`src/rtl/ps2_keypad_multidigit_pkg.sv`:
```
// Shared scan-code constants, receiver state encodings and display helpers
// for the PS/2 multi-digit keypad front end.
package ps2_keypad_multidigit_pkg;

  typedef logic [7:0] scan_t;

  localparam scan_t SC_EXT  = 8'hE0;
  localparam scan_t SC_BRK  = 8'hF0;
  localparam scan_t SC_BKSP = 8'h66;
  localparam scan_t SC_ESC  = 8'h76;

  localparam logic [1:0] ST_IDLE   = 2'd0;
  localparam logic [1:0] ST_DATA   = 2'd1;
  localparam logic [1:0] ST_PARITY = 2'd2;
  localparam logic [1:0] ST_STOP   = 2'd3;

  // Returns {is_digit, value}; top-row and keypad codes map to the same digit.
  function automatic logic [4:0] scan_to_digit(input scan_t sc);
    case (sc)
      8'h45, 8'h70: scan_to_digit = {1'b1, 4'd0};
      8'h16, 8'h69: scan_to_digit = {1'b1, 4'd1};
      8'h1E, 8'h72: scan_to_digit = {1'b1, 4'd2};
      8'h26, 8'h7A: scan_to_digit = {1'b1, 4'd3};
      8'h25, 8'h6B: scan_to_digit = {1'b1, 4'd4};
      8'h2E, 8'h73: scan_to_digit = {1'b1, 4'd5};
      8'h36, 8'h74: scan_to_digit = {1'b1, 4'd6};
      8'h3D, 8'h6C: scan_to_digit = {1'b1, 4'd7};
      8'h3E, 8'h75: scan_to_digit = {1'b1, 4'd8};
      8'h46, 8'h7D: scan_to_digit = {1'b1, 4'd9};
      default:      scan_to_digit = 5'd0;
    endcase
  endfunction

  // Active-low {g,f,e,d,c,b,a}; anything above 9 is blank.
  function automatic logic [6:0] seg7(input logic [3:0] d);
    case (d)
      4'd0:    seg7 = 7'h40;
      4'd1:    seg7 = 7'h79;
      4'd2:    seg7 = 7'h24;
      4'd3:    seg7 = 7'h30;
      4'd4:    seg7 = 7'h19;
      4'd5:    seg7 = 7'h12;
      4'd6:    seg7 = 7'h02;
      4'd7:    seg7 = 7'h78;
      4'd8:    seg7 = 7'h00;
      4'd9:    seg7 = 7'h10;
      default: seg7 = 7'h7F;
    endcase
  endfunction

endpackage

```
`src/rtl/ps2_keypad_multidigit_if.sv`:
```
// PS/2 pin pair plus the framed-byte result; the keyboard side is master.
interface ps2_keypad_multidigit_if;
  import ps2_keypad_multidigit_pkg::*;

  logic  keyb_clk;
  logic  keyb_data;
  scan_t scan_code;
  logic  code_valid;
  logic  frame_err;

  modport master (output keyb_clk, keyb_data, input scan_code, code_valid, frame_err);
  modport slave  (input keyb_clk, keyb_data, output scan_code, code_valid, frame_err);
endinterface

```
`src/rtl/ps2_keypad_multidigit_rx_frame.sv`:
```
// PS/2 device-to-host frame receiver: synchronisers, falling-edge detect,
// start/parity/stop checks and an inter-bit timeout.
module ps2_keypad_multidigit_rx_frame
  import ps2_keypad_multidigit_pkg::*;
#(
  parameter int TIMEOUT_CYCLES = 20000,
  parameter int SYNC_STAGES    = 2
) (
  input  logic  clk,
  input  logic  reset,
  input  logic  keyb_clk,
  input  logic  keyb_data,
  output scan_t scan_code,
  output logic  code_valid,
  output logic  frame_err
);
  localparam int TMO_W = $clog2(TIMEOUT_CYCLES + 1);

  logic [SYNC_STAGES-1:0] r_clk_sync, r_data_sync;
  logic                   r_clk_prev;
  logic [1:0]             r_state;
  logic [2:0]             r_bit_cnt;
  logic [TMO_W-1:0]       r_tmo;
  logic [7:0]             r_shift;
  logic                   r_parity;
  scan_t                  r_scan_code;
  logic                   r_code_valid, r_frame_err;
  logic                   w_clk_s, w_data_s, w_fall, w_par_ok;

  assign w_clk_s  = r_clk_sync[SYNC_STAGES-1];
  assign w_data_s = r_data_sync[SYNC_STAGES-1];
  assign w_fall   = r_clk_prev & ~w_clk_s;
  assign w_par_ok = ^{r_shift, r_parity};

  // Idle PS/2 lines are high, so the chains reset high to avoid a false edge.
  always_ff @(posedge clk or negedge reset) begin
    if (!reset) begin
      r_clk_sync  <= '1;
      r_data_sync <= '1;
      r_clk_prev  <= 1'b1;
    end else begin
      r_clk_sync  <= {r_clk_sync[SYNC_STAGES-2:0], keyb_clk};
      r_data_sync <= {r_data_sync[SYNC_STAGES-2:0], keyb_data};
      r_clk_prev  <= w_clk_s;
    end
  end

  always_ff @(posedge clk) begin
    if (w_fall && r_state == ST_DATA)   r_shift  <= {w_data_s, r_shift[7:1]};
    if (w_fall && r_state == ST_PARITY) r_parity <= w_data_s;
  end

  always_ff @(posedge clk or negedge reset) begin
    if (!reset) begin
      r_state      <= ST_IDLE;
      r_bit_cnt    <= 3'd0;
      r_tmo        <= '0;
      r_scan_code  <= 8'h00;
      r_code_valid <= 1'b0;
      r_frame_err  <= 1'b0;
    end else begin
      r_code_valid <= 1'b0;
      r_frame_err  <= 1'b0;
      if (r_state == ST_IDLE) begin
        r_tmo <= '0;
        if (w_fall) begin
          if (!w_data_s) begin
            r_state   <= ST_DATA;
            r_bit_cnt <= 3'd0;
          end else begin
            r_frame_err <= 1'b1;
          end
        end
      end else if (w_fall) begin
        r_tmo <= '0;
        case (r_state)
          ST_DATA: begin
            r_bit_cnt <= r_bit_cnt + 3'd1;
            if (r_bit_cnt == 3'd7) r_state <= ST_PARITY;
          end
          ST_PARITY: r_state <= ST_STOP;
          default: begin
            if (w_data_s && w_par_ok) begin
              r_code_valid <= 1'b1;
              r_scan_code  <= r_shift;
            end else begin
              r_frame_err <= 1'b1;
            end
            r_state <= ST_IDLE;
          end
        endcase
      end else if (r_tmo == TMO_W'(TIMEOUT_CYCLES - 1)) begin
        r_frame_err <= 1'b1;
        r_state     <= ST_IDLE;
        r_tmo       <= '0;
      end else begin
        r_tmo <= r_tmo + 1'b1;
      end
    end
  end

  assign scan_code  = r_scan_code;
  assign code_valid = r_code_valid;
  assign frame_err  = r_frame_err;

endmodule

```
`src/rtl/ps2_keypad_multidigit.sv`:
```
// PS/2 keypad front end: make/break/extended tracking, a decimal entry
// register and a multiplexed active-low 7-segment display.
module ps2_keypad_multidigit
  import ps2_keypad_multidigit_pkg::*;
#(
  parameter int NUM_DIGITS     = 4,
  parameter int TIMEOUT_CYCLES = 20000,
  parameter int REFRESH_CYCLES = 1000,
  parameter int SYNC_STAGES    = 2
) (
  input  logic                    clk,
  input  logic                    reset,
  ps2_keypad_multidigit_if.slave  bus,
  output logic [3:0]              digit_count,
  output logic [4*NUM_DIGITS-1:0] digits_bcd,
  output logic [6:0]              seg,
  output logic [NUM_DIGITS-1:0]   an
);
  localparam int DW    = 4 * NUM_DIGITS;
  localparam int IDX_W = (NUM_DIGITS > 1) ? $clog2(NUM_DIGITS) : 1;
  localparam int RC_W  = $clog2(REFRESH_CYCLES + 1);

  scan_t             w_scan_code;
  logic              w_code_valid, w_frame_err;
  logic [4:0]        w_dig;
  logic [3:0]        w_nibble;
  logic              r_ext, r_brk;
  logic [3:0]        r_count;
  logic [DW-1:0]     r_digits;
  logic [RC_W-1:0]   r_ref_cnt;
  logic [IDX_W-1:0]  r_idx;
  logic [6:0]        r_seg;
  logic [NUM_DIGITS-1:0] r_an;

  ps2_keypad_multidigit_rx_frame #(
    .TIMEOUT_CYCLES(TIMEOUT_CYCLES),
    .SYNC_STAGES   (SYNC_STAGES)
  ) u_rx (
    .clk       (clk),
    .reset     (reset),
    .keyb_clk  (bus.keyb_clk),
    .keyb_data (bus.keyb_data),
    .scan_code (w_scan_code),
    .code_valid(w_code_valid),
    .frame_err (w_frame_err)
  );

  assign bus.scan_code  = w_scan_code;
  assign bus.code_valid = w_code_valid;
  assign bus.frame_err  = w_frame_err;

  assign w_dig = scan_to_digit(w_scan_code);

  // Prefix bytes only arm flags; the next non-prefix byte consumes and clears them.
  always_ff @(posedge clk or negedge reset) begin
    if (!reset) begin
      r_ext    <= 1'b0;
      r_brk    <= 1'b0;
      r_count  <= 4'd0;
      r_digits <= '0;
    end else if (w_code_valid) begin
      if (w_scan_code == SC_EXT) begin
        r_ext <= 1'b1;
      end else if (w_scan_code == SC_BRK) begin
        r_brk <= 1'b1;
      end else begin
        r_ext <= 1'b0;
        r_brk <= 1'b0;
        if (!r_brk && !r_ext) begin
          if (w_dig[4]) begin
            r_digits <= (r_digits << 4) | DW'(w_dig[3:0]);
            if (r_count != 4'(NUM_DIGITS)) r_count <= r_count + 4'd1;
          end else if (w_scan_code == SC_BKSP && r_count != 4'd0) begin
            r_digits <= r_digits >> 4;
            r_count  <= r_count - 4'd1;
          end else if (w_scan_code == SC_ESC) begin
            r_digits <= '0;
            r_count  <= 4'd0;
          end
        end
      end
    end
  end

  assign w_nibble = r_digits[{r_idx, 2'b00} +: 4];

  always_ff @(posedge clk or negedge reset) begin
    if (!reset) begin
      r_ref_cnt <= '0;
      r_idx     <= '0;
      r_seg     <= 7'h7F;
      r_an      <= '1;
    end else begin
      if (r_ref_cnt == RC_W'(REFRESH_CYCLES - 1)) begin
        r_ref_cnt <= '0;
        r_idx     <= (r_idx == IDX_W'(NUM_DIGITS - 1)) ? '0 : r_idx + 1'b1;
      end else begin
        r_ref_cnt <= r_ref_cnt + 1'b1;
      end
      r_an  <= ~(NUM_DIGITS'(1) << r_idx);
      r_seg <= ({{(4 - IDX_W){1'b0}}, r_idx} < r_count) ? seg7(w_nibble) : 7'h7F;
    end
  end

  assign digit_count = r_count;
  assign digits_bcd  = r_digits;
  assign seg         = r_seg;
  assign an          = r_an;

endmodule

```
`src/flat_wrapper.sv`:
```
// flat-port wrapper written by rule: the top's interface ports become plain ports
module ps2_keypad_multidigit_flat import ps2_keypad_multidigit_pkg::*;
#(
  parameter int NUM_DIGITS     = 4,
  parameter int TIMEOUT_CYCLES = 20000,
  parameter int REFRESH_CYCLES = 1000,
  parameter int SYNC_STAGES    = 2
)
  (clk, reset, digit_count, digits_bcd, seg, an, bus_keyb_clk, bus_keyb_data, bus_scan_code, bus_code_valid, bus_frame_err);
  ps2_keypad_multidigit_if bus_i ();
  input  logic clk;
  input  logic reset;
  output logic [3:0] digit_count;
  output logic [4*NUM_DIGITS-1:0] digits_bcd;
  output logic [6:0] seg;
  output logic [NUM_DIGITS-1:0] an;
  input wire logic [$bits(bus_i.keyb_clk)-1:0] bus_keyb_clk;
  input wire logic [$bits(bus_i.keyb_data)-1:0] bus_keyb_data;
  output wire logic [$bits(bus_i.scan_code)-1:0] bus_scan_code;
  output wire logic [$bits(bus_i.code_valid)-1:0] bus_code_valid;
  output wire logic [$bits(bus_i.frame_err)-1:0] bus_frame_err;
  assign bus_i.keyb_clk = bus_keyb_clk;
  assign bus_i.keyb_data = bus_keyb_data;
  assign bus_scan_code = bus_i.scan_code;
  assign bus_code_valid = bus_i.code_valid;
  assign bus_frame_err = bus_i.frame_err;
  ps2_keypad_multidigit #(.NUM_DIGITS(NUM_DIGITS), .TIMEOUT_CYCLES(TIMEOUT_CYCLES), .REFRESH_CYCLES(REFRESH_CYCLES), .SYNC_STAGES(SYNC_STAGES)) u_core (.clk(clk), .reset(reset), .bus(bus_i), .digit_count(digit_count), .digits_bcd(digits_bcd), .seg(seg), .an(an));
endmodule
```
`config.mk`:
```
export PLATFORM = sky130hd
export DESIGN_NAME = ps2_keypad_multidigit_flat
export DESIGN_NICKNAME = d
export VERILOG_FILES = /design/src/rtl/ps2_keypad_multidigit_pkg.sv /design/src/rtl/ps2_keypad_multidigit_if.sv /design/src/rtl/ps2_keypad_multidigit_rx_frame.sv /design/src/rtl/ps2_keypad_multidigit.sv /design/src/flat_wrapper.sv
export SDC_FILE = /design/constraint.sdc
export NUM_CORES = 1
export LEC_CHECK = 0
export ABC_AREA = 1
export ABC_CLOCK_PERIOD_IN_PS = 2250
export CELL_PAD_IN_SITES_DETAIL_PLACEMENT = 2
export CELL_PAD_IN_SITES_GLOBAL_PLACEMENT = 2
export CORE_ASPECT_RATIO = 0.7
export CORE_MARGIN = 4
export CORE_UTILIZATION = 38
export DETAILED_ROUTE_END_ITERATION = 16
export DONT_BUFFER_PORTS = 1
export GPL_TIMING_DRIVEN = 0
export PLACE_DENSITY_LB_ADDON = 0.1
export SYNTH_ARGS = -nofsm -noshare
export SYNTH_HDL_FRONTEND = slang
export SYNTH_SLANG_ARGS = --single-unit
export TNS_END_PERCENT = 20
```
`constraint.sdc`:
```
create_clock -name clk -period 2.25 [get_ports clk]
set_input_delay 0.3375 -clock clk [delete_from_list [all_inputs] [get_ports clk]]
set_output_delay 0.3375 -clock clk [all_outputs]
set_load 0.01 [all_outputs]
```
==> key figures <==
Run status
  • Outcome: complete, no violations

Detailed routing
  • Final ANT Viol Nets: 0
  • TritonRoute pass-1 iters: 4
  • Routed WL per cell: 17.8 µm
  • Via-to-Cell Ratio: 5.12
  • Final WL: 13.7 mm
  • Drt drc: 0
  • DR vias: 3926
  • Initial DRC Count: 137

Yosys
  • EDFF count, synth: 9
  • Post-synthesis simple-gate area fraction: 0.248
  • Main synth FF type: dfrtp_1
  • Synth Area in Compound Gates: 0.107
  • Mux share of post-synthesis cell area: 0
  • Post-Synth XOR/XNOR Area: 0.0239
  • Synth Cell Area: 0.00476 mm²
  • Seq/Total Area, Yosys: 0.481
  • Post-Syn Instances: 589
  • Avg Cell Area, Syn: 8.09 µm²
  • Post-Synth Adder-Cell Area: 0.0552
  • FFs w/ async S/R, synth: 0.899
  • Largest family of logic cells by synthesized area: simple AND/OR/NAND/NOR gates
  • Synth cell types: 37
  • Yosys reg bits: 89
  • Yosys warns: 0
  • Net Count, Synth: 614

Floorplanning
  • # IOs: 45
  • Core Region: 0.0120 mm²
  • Die ar.: 0.0144 mm²
  • Die H: 102 µm
  • Num rows: 33
  • Die W: 142 µm
  • Initial Utilization: 0.398

Clock tree
  • Clock transition at path regs: 0.06 ns
  • CTS Buf Count: 9
  • Root buffer cell: clkbuf_16
  • CTS Sinks: 89
  • H-tree depth: 3
  • CTS tree: built
  • Clock Path Buffers: 2
  • Clk_lat worst skew: 0.34 ns

Power
  • Leakage: 2.56 nW
  • Net Sw Power: 1.28 mW
  • Worst VDD drop: 356 µV
  • Switch share: 0.297
  • PD cells: 795 mW/mm²
  • Tot Pwr: 4.30 mW
  • Internal power: 3.02 mW
  • Combinational power share: 0.159
  • Sequential power share: 0.454
  • Clock power share: 0.387

Critical path
  • Crit path max fanout: 10
  • CP most frequent cell: nand2_1
  • Critical Path, Cell by Cell: nand2_2, nor2_1, nand2_1, nand2_1, nor2_2, nand2_2, nor2_4, nand2_4, nand2_4, inv_2, buf_6, nand2_1, nand2_1
  • Setup crit start kind: register
  • WS Path Type: register to register
  • CP Data Required Time: 2.48 ns
  • Crit end category: register
  • Worst Path Arrival: 2.31 ns
  • Worst stage delay on the critical path: 0.48 ns
  • Worst path slowest cell: dfrtp_2

Global routing
  • Initial antenna violation count: 0
  • GR Util All Layers: 0.202
  • Largest net degree at the start of global routing: 81
  • First-pass GRT wire length: 23.0 mm
  • Total grt overflow: 0
  • Vias in the first global route: 4433

STA
  • Part of the cycle the worst path needs: 0.926
  • Final hold slack: 0.363 ns
  • Fmax: 0.480 GHz
  • Worst Max-Slew Pin Slew: 0.486 ns
  • Final Hold Fails: 0
  • Pins over their slew limit: 0
  • Post-route worst setup slack: 0.166 ns
  • # setup viols final: 0
  • Min Tclk post-route: 2.08 ns
  • Relative slew slack: 0.676
  • Clk_skew: 0.00693 ns

Run
  • Max cap viols: 0

Finish
  • Area Overhead vs Synth: 13.6%
  • Final cell count without fillers: 767
  • Inserted Diodes: 0
  • Share of post-route cells with drive strength above 1: 0.148
  • Layout Nets: 630
  • Final Util: 0.452

Placement
  • Cells after DPL: 746
  • IO buf count: 0
  • Post-place setup slack: -0.349 ns
  • Post-DP HPWL: 9.99 mm
  • Routability congestion estimate: 0.823

Worst hold path
  • Hold WC Path Type: register to register
critical path: cells and delay by family (launching register included):
family	cells	cell delay [ns]
buffers and inverters	2	0.19
DFF	1	0.48
and+or+nand+nor	11	1.29
power groups by stage:
stage	logic [mW]	clock network [mW]	registers (mW)
2_1_floorplan	0.459	0	1.92
3_3_place_gp	0.575	0	1.96
3_5_place_dp	0.624	0	1.97
4_1_cts	0.676	1.71	1.94
5_1_grt	0.799	1.78	1.97
6_report	0.684	1.66	1.95
stage by stage:
stage	setup TNS, ns	instance area, µm²
floorplan	0	4760
global placement	-0.371	4960
detailed placement	-0.732	4960
CTS	0	5360
global route	-0.0619	5410
finish	0	5410
repair_timing:
item                       CTS  global route
hold buffers                 4             0
buffers inserted             0             1
hold endpoints to repair    82             0
setup endpoints to repair    8            36
pin swaps                    0             1
resized for setup            5            19
synthesized netlist by cell type (2+ instances only):
cell type	number	area, µm²
nand2_4	2	22.5
buf_2	2	10.0
inv_2	7	26.3
o21ai_2	6	52.6
a22o_1	2	17.5
nor2_2	4	25.0
nor2_4	3	33.8
nand2_2	9	56.3
o21ai_1	8	40.0
nor2_1	67	251
buf_6	2	22.5
clkinv_1	3	11.3
nand3_1	20	100
or2_2	2	12.5
o21ai_0	33	165
ha_1	21	263
dfstp_2	16	420
and3_1	2	12.5
o22ai_1	5	31.3
dfrtp_1	64	1600
edfxtp_1	9	270
clkbuf_1	3	11.3
xor2_1	9	78.8
nand2_1	146	548
xnor2_1	4	35.0
inv_1	83	312
a21oi_1	29	145
nand4_1	5	31.3
nor3_1	13	65.1
a32o_1	2	20.0
a211oi_1	2	15.0
cell type report:
| type | instances | area (µm²) |
|---|---|---|
| sequential | 89 | 2300 |
| clock buffer | 14 | 265 |
| timing repair buffer | 5 | 65.1 |
| buffer | 8 | 52.6 |
| inverter | 93 | 350 |
| fill | 1339 | 6560 |
| multi-input combinational | 399 | 2120 |
| clock inverter | 2 | 60.1 |
| tap | 157 | 196 |
worst paths after layout:
check / from / end / slack [ns] / cells past startpoint
worst max-delay path: u_core.u_rx.scan_code[4]$_DFFE_PN0P_ / u_core.digits_bcd[9]$_DFFE_PN0P_ / 0.17 / 13
worst min-delay path: u_core.u_rx.r_clk_sync[0]$_DFF_PN1_ / u_core.u_rx.r_clk_sync[1]$_DFF_PN1_ / 0.36 / 0
max in group asynchronous: reset / u_core.u_rx.r_clk_sync[0]$_DFF_PN1_ / 1.31 / 2
worst max register to register: u_core.u_rx.scan_code[4]$_DFFE_PN0P_ / u_core.digits_bcd[9]$_DFFE_PN0P_ / 0.17 / 13
worst min register to register: u_core.u_rx.r_clk_sync[0]$_DFF_PN1_ / u_core.u_rx.r_clk_sync[1]$_DFF_PN1_ / 0.36 / 0
min in group asynchronous: reset / u_core.u_rx.scan_code[1]$_DFFE_PN0P_ / 0.52 / 2
cells by family after synthesis:
| kind of cell | Yosys count |
|---|---|
| xor+xnor | 13 |
| fa+ha+maj | 21 |
| simple gates | 275 |
| compound gates | 90 |
| buf+inv | 101 |
| flops | 89 |
cells in the final DEF (no fill, tap or decap), types with 10 or more instances in the layout:
master     synthesis  final
nand2_1          146    144
inv_1             83     83
nor2_1            67     65
dfrtp_1           64     55
o21ai_0           33     33
a21oi_1           29     28
ha_1              21     21
nand3_1           20     18
dfstp_2           16     16
nor3_1            13     12
nand2_2            9     11
clkbuf_16          0     10
state kept, by name (all words and copies together), names as in the netlist:
register	cells
u_core.digits_bcd	16
u_core.u_rx.r_shift	8
u_core.r_ref_cnt	10
u_core.u_rx.code_valid	1
u_core.u_rx.scan_code	8
u_core.u_rx.r_state	2
u_core.seg	7
u_core.r_brk	1
u_core.u_rx.r_clk_prev	1
u_core.u_rx.r_bit_cnt	3
u_core.r_idx	2
u_core.an	4
u_core.u_rx.frame_err	1
u_core.digit_count	4
u_core.u_rx.r_clk_sync	2
u_core.u_rx.r_parity	1
u_core.u_rx.r_tmo	15
u_core.r_ext	1
u_core.u_rx.r_data_sync	2
layer usage:
metal  GRT usage  wire length, µm
met3      0.0387              320
met2       0.360             6950
met4      0.0420              103
met1       0.258             6310
met5           0                0
Note: power is estimated with default switching activity, not from simulation.
